File: src/rtl/hazard_ctrl_unit.sv
// Hazard detection, multi-cycle stall FSM, EX-stage forwarding and branch flush
// control for the 5-stage pipeline, with saturating stall/flush counters.

module hazard_fwd_sel #(
    parameter int REG_W = 5
) (
    input  logic [REG_W-1:0] src,
    input  logic             mem_regWrite,
    input  logic [REG_W-1:0] mem_rd,
    input  logic             wb_regWrite,
    input  logic [REG_W-1:0] wb_rd,
    output logic [1:0]       sel
);
    // MEM/WB producers are younger-first: MEM wins over WB.
    always_comb begin
        sel = 2'b00;
        if (mem_regWrite && mem_rd != '0 && mem_rd == src)
            sel = 2'b10;
        else if (wb_regWrite && wb_rd != '0 && wb_rd == src)
            sel = 2'b01;
    end
endmodule

module hazard_ctrl_unit #(
    parameter int REG_W    = 5,
    parameter int LOAD_LAT = 1,
    parameter int FWD_EN   = 1,
    parameter int CNT_W    = 16
) (
    input  logic             clock,
    input  logic             reset_n,
    input  logic             id_valid,
    input  logic [REG_W-1:0] id_rs,
    input  logic [REG_W-1:0] id_rt,
    input  logic             id_uses_rt,
    input  logic [REG_W-1:0] ex_rs,
    input  logic [REG_W-1:0] ex_rt,
    input  logic             ex_memRead,
    input  logic             ex_regWrite,
    input  logic [REG_W-1:0] ex_rd,
    input  logic             mem_regWrite,
    input  logic [REG_W-1:0] mem_rd,
    input  logic             wb_regWrite,
    input  logic [REG_W-1:0] wb_rd,
    input  logic             pcSrc,
    output logic             PCWrite,
    output logic             IFIDWrite,
    output logic             hazardMux,
    output logic             flushIFID,
    output logic             flushIDEX,
    output logic             flushEXMEM,
    output logic [1:0]       fwdA,
    output logic [1:0]       fwdB,
    output logic [CNT_W-1:0] stallCount,
    output logic [CNT_W-1:0] flushCount
);
    typedef enum logic {RUN, STALL} state_t;

    state_t     state, state_nxt;
    logic [2:0] rem, rem_nxt;
    logic [2:0] need;
    logic       ex_hit, mem_hit;
    logic       stall, flush;

    logic [1:0][REG_W-1:0] ex_src;
    logic [1:0][1:0]       fwd_sel;

    function automatic logic prod_match(input logic we, input logic [REG_W-1:0] rd,
                                        input logic [REG_W-1:0] rs, input logic [REG_W-1:0] rt,
                                        input logic uses_rt);
        return we && rd != '0 && (rd == rs || (uses_rt && rd == rt));
    endfunction

    assign ex_hit  = prod_match(ex_regWrite,  ex_rd,  id_rs, id_rt, id_uses_rt);
    assign mem_hit = prod_match(mem_regWrite, mem_rd, id_rs, id_rt, id_uses_rt);

    // WB never stalls: the register bank writes before it reads.
    always_comb begin
        need = 3'd0;
        if (FWD_EN != 0) begin
            if (ex_hit && ex_memRead) need = 3'(LOAD_LAT);
        end else begin
            if (ex_hit)       need = 3'd2;
            else if (mem_hit) need = 3'd1;
        end
    end

    always_comb begin
        state_nxt = state;
        rem_nxt   = rem;
        stall     = 1'b0;
        flush     = 1'b0;
        if (pcSrc) begin
            flush     = 1'b1;
            state_nxt = RUN;
            rem_nxt   = 3'd0;
        end else begin
            case (state)
                RUN: begin
                    if (id_valid && need != 3'd0) begin
                        stall = 1'b1;
                        if (need > 3'd1) begin
                            state_nxt = STALL;
                            rem_nxt   = need - 3'd1;
                        end
                    end
                end
                STALL: begin
                    stall   = 1'b1;
                    rem_nxt = rem - 3'd1;
                    if (rem == 3'd1) begin
                        state_nxt = RUN;
                        rem_nxt   = 3'd0;
                    end
                end
                default: begin
                    state_nxt = RUN;
                    rem_nxt   = 3'd0;
                end
            endcase
        end
    end

    always_ff @(posedge clock or negedge reset_n) begin
        if (!reset_n) begin
            state      <= RUN;
            rem        <= 3'd0;
            stallCount <= '0;
            flushCount <= '0;
        end else begin
            state <= state_nxt;
            rem   <= rem_nxt;
            if (stall && stallCount != '1) stallCount <= stallCount + 1'b1;
            if (pcSrc && flushCount != '1) flushCount <= flushCount + 1'b1;
        end
    end

    assign ex_src = {ex_rt, ex_rs};

    for (genvar g = 0; g < 2; g++) begin : g_fwd
        hazard_fwd_sel #(.REG_W(REG_W)) u_sel (
            .src          (ex_src[g]),
            .mem_regWrite (mem_regWrite),
            .mem_rd       (mem_rd),
            .wb_regWrite  (wb_regWrite),
            .wb_rd        (wb_rd),
            .sel          (fwd_sel[g])
        );
    end

    // Holding reset freezes the pipeline with a bubble in ID/EX.
    assign PCWrite    = reset_n & ~stall;
    assign IFIDWrite  = reset_n & ~stall;
    assign hazardMux  = ~reset_n | stall;
    assign flushIFID  = reset_n & flush;
    assign flushIDEX  = reset_n & flush;
    assign flushEXMEM = reset_n & flush;
    assign fwdA       = (FWD_EN != 0 && reset_n) ? fwd_sel[0] : 2'b00;
    assign fwdB       = (FWD_EN != 0 && reset_n) ? fwd_sel[1] : 2'b00;
endmodule

File: config.mk
export PLATFORM = sky130hd
export DESIGN_NAME = hazard_ctrl_unit
export DESIGN_NICKNAME = d
export VERILOG_FILES = /design/src/rtl/hazard_ctrl_unit.sv
export SDC_FILE = /design/constraint.sdc
export NUM_CORES = 1
export LEC_CHECK = 0
export ABC_AREA = 1
export ABC_CLOCK_PERIOD_IN_PS = 3450
export CAP_MARGIN = 20
export CORE_ASPECT_RATIO = 0.6
export CORE_UTILIZATION = 35
export DETAILED_ROUTE_END_ITERATION = 16
export SLEW_MARGIN = 30
export SYNTH_ARGS = -nofsm -noshare
export SYNTH_HDL_FRONTEND = slang
export SYNTH_SLANG_ARGS = --single-unit
File: constraint.sdc
create_clock -name clock -period 3.45 [get_ports clock]
set_input_delay 1.035 -clock clock [delete_from_list [all_inputs] [get_ports clock]]
set_output_delay 1.035 -clock clock [all_outputs]
set_load 0.01 [all_outputs]
==> out/metrics.cfg <==
[clock_network]
clockBufferDepth = 2
postCtsSetupRepairBufs = 0
cts_tree = done
path_clk_slew_ns = 0.05
root_buffer = clkbuf_16
cts_buffers = 5
ctsHtreeMaxLevel = 2
clock_latency_ns = 0.28
clock_sinks = 36

[pwr]
power_density_nw_per_um2 = 386.8
p_switching_w = 0.0004392
power_leakage_nw = 1.829
seqPwrFrac = 0.398
combPwrFrac = 0.318
clockPowerShare = 0.284
p_int_w = 0.0009946
swShare = 0.3063
ir_drop_v = 0.0002112

[sta]
rsz0062_at_grt = true
slew_viol_final = 0
fin_skew_ns = 0.001244
timing.final.crit_share = 0.9804
relSlewSlack = 0.6917
worst_slew_pin_slew_ns = 0.4625
finalHoldViolations = 0
finalCriticalPeriod_ns = 3.382
clock.fmax_mhz = 295.6
finalSetupViolations = 0
worst_slack_ns = 0.06753

[logic_synthesis]
async_flop_share = 1.000
netlist.area_leader.share = 0.3478
yosysMostFrequentCell = nand2_1
synth_largest_area_cell = dfrtp_1
synth_common_cells = nand2_1 (116), inv_1 (46), dfrtp_1 (36)
synth_edf_count = 0
synthDistinctLibCells = 29
synth_area_per_cell_sq_um = 7.096
netlist_top_cells_area = dfrtp_1 (35%), nand2_1 (17%), xor2_1 (9.5%), nand3_1 (6.8%), inv_1 (6.7%)
synth_ff_type = dfrtp_1
netlist_instances = 365
yosys_register_bits = 36
synth_area_sq_um = 2590
seq_area_frac_synth = 0.3478
syn_nets = 413
yosysWarnings = 0

[global_routing]
grt_use_total = 0.1753
grt_pass1_wl_um = 10620
antenna_found_initial = 0
grt_overflow = 0
grt_max_degree = 37
grt_pass1_vias = 2300

[setup_path]
cp-end-kind = output port
path_class = input pin to output port
critPathRequiredTime_ns = 2.41
cp.arrival_ns = 2.35
reg2reg_from = flushCount[0]$_DFFE_PN0P_
cp_max_fo = 3
crit_start = ex_rt[3]
start_kind = input pin
crit_path_top_delay_cell = clkdlybuf4s50_1
path_cells = clkdlybuf4s50_1 -> or2_2 -> nand3_1 -> nor3_2 -> nand4_1 -> a21oi_2 -> clkdlybuf4s15_2
slowest_delay_ns = 0.51

[layout]
postLayoutCoreUtil = 0.5368
fillCellCount = 683
multiInputGateArea_sq_um = 1490
syn_to_final_growth_pct = 43.14
nNetsFinal = 508
regArea_sq_um = 900.9
diodes = 0
drive_above_1_share = 0.08515

[outcome]
status = completed

[route]
drt_iter0_drc = 107
remaining_drc_errors = 0
detail-route-antenna-nets = 0
firstDrtPassIters = 4
route.detailed.wl_per_inst_um = 11.90
drt-total-wl_um = 6485
viasPerCell = 4.550
vias = 2480

[floorplan]
initial_utilization = 0.3750
die_h_um = 68.64
num_rows = 23
core-area_sq_um = 6907
io_pins = 86
die_x_um = 113.1
die-area_sq_um = 7760

[placement]
post-place-ws_ns = -0.4059
port_buffers = 85
gp_congestion = 0.7842
dp_hpwl_um = 5094

[flow_run]
max_cap_viol_count = 0

[hold_path]
hp-class = flip-flop to flip-flop
hold_start = flushCount[10]$_DFFE_PN0P_

-- sequential cells by signal (all words and copies together) (netlist names) --
name	cells
flushCount	16
rem	3
stallCount	16
state	1
-- timing repair --
| item | CTS | global route |
|---|---|---|
| pin swaps | 1 | 5 |
| endpoints found under the setup margin | 7 | 6 |
| hold buffers | 0 | 0 |
| resized for setup | 31 | 13 |
-- cell usage in the layout (no fill, tap or decap), types with 2 or more instances in the layout --
cell	instances
o21ai_0	6
clkdlybuf4s50_1	60
nand2_1	116
nand4_1	8
nand2_2	2
xor2_1	28
nor3_2	2
inv_1	45
nor2_2	2
clkbuf_2	2
clkbuf_16	5
xnor2_1	17
nand3_1	35
clkdlybuf4s15_2	3
or2_2	2
dlygate4sd2_1	12
buf_4	10
dlymetal6s2s_1	6
nor3_1	7
dfrtp_1	36
nor2_1	33
buf_2	2
ha_1	4
a21oi_1	2
-- routing by layer --
metal	vias up	track usage	wire (um)
met2	57	0.2630	2546
met4	0	0.03454	41
met5	-	0	0
met1	1087	0.2552	3536
met3	7	0.04283	361
li1	1329	-	-
-- power by group through the flow --
stage               Clock, W  Sequential [W]  Combinational [W]
floorplan                  0        0.000592           0.000185
global placement           0        0.000575           0.000462
detailed placement         0        0.000576           0.000464
CTS                 0.000422        0.000570           0.000461
global route        0.000441        0.000582           0.000511
finish              0.000407        0.000571           0.000456
-- path summary, 6_finish.rpt --
check,end,slack (ns),cells past startpoint
worst max-delay path,fwdB[0],0.07,7
worst min-delay path,flushCount[10]$_DFFE_PN0P_,0.52,1
worst max register to register,flushCount[11]$_DFFE_PN0P_,1.48,11
worst min register to register,flushCount[10]$_DFFE_PN0P_,0.52,1
max in group asynchronous,stallCount[7]$_DFFE_PN0P_,2.24,2
min in group asynchronous,state$_DFF_PN0_,0.89,2
-- through the flow --
stage / setup TNS [ns] / power, W / hold WS [ns] / area, sq um / cells
floorplan: 0 / 0.0007767 / 0.5073 / 2590 / 365
global placement: -2.418 / 0.001037 / 0.5067 / 3572 / 540
detailed placement: -2.447 / 0.001040 / 0.5092 / 3572 / 540
CTS: -0.008886 / 0.001454 / 0.5229 / 3694 / 545
global route: -0.09621 / 0.001534 / 0.5393 / 3707 / 545
finish: 0 / 0.001434 / 0.5164 / 3707 / 545
-- critical path: cells and delay by family --
kind,cells,cell delay (ns)
compound gates,1,0.11
simple gates,4,0.45
buf+inv,2,0.74
-- cell families after synthesis --
logic type      after synthesis  synth area share
mux                           1          0.004348
simple gates                215            0.3696
flops                        36            0.3478
xor+xnor                     45            0.1522
fa+ha+maj                     4           0.01932
compound gates               11           0.02174
buf+inv                      53           0.08502
-- layout make-up --
class / instances / area share
Sequential cell: 36 / 0.2430
Inverter: 46 / 0.04657
Multi-Input combinational cell: 276 / 0.4020
Tap cell: 87 / 0.02936
Clock buffer: 5 / 0.03375
Timing Repair Buffer: 95 / 0.2454
Power figures use the tool's default switching activity.
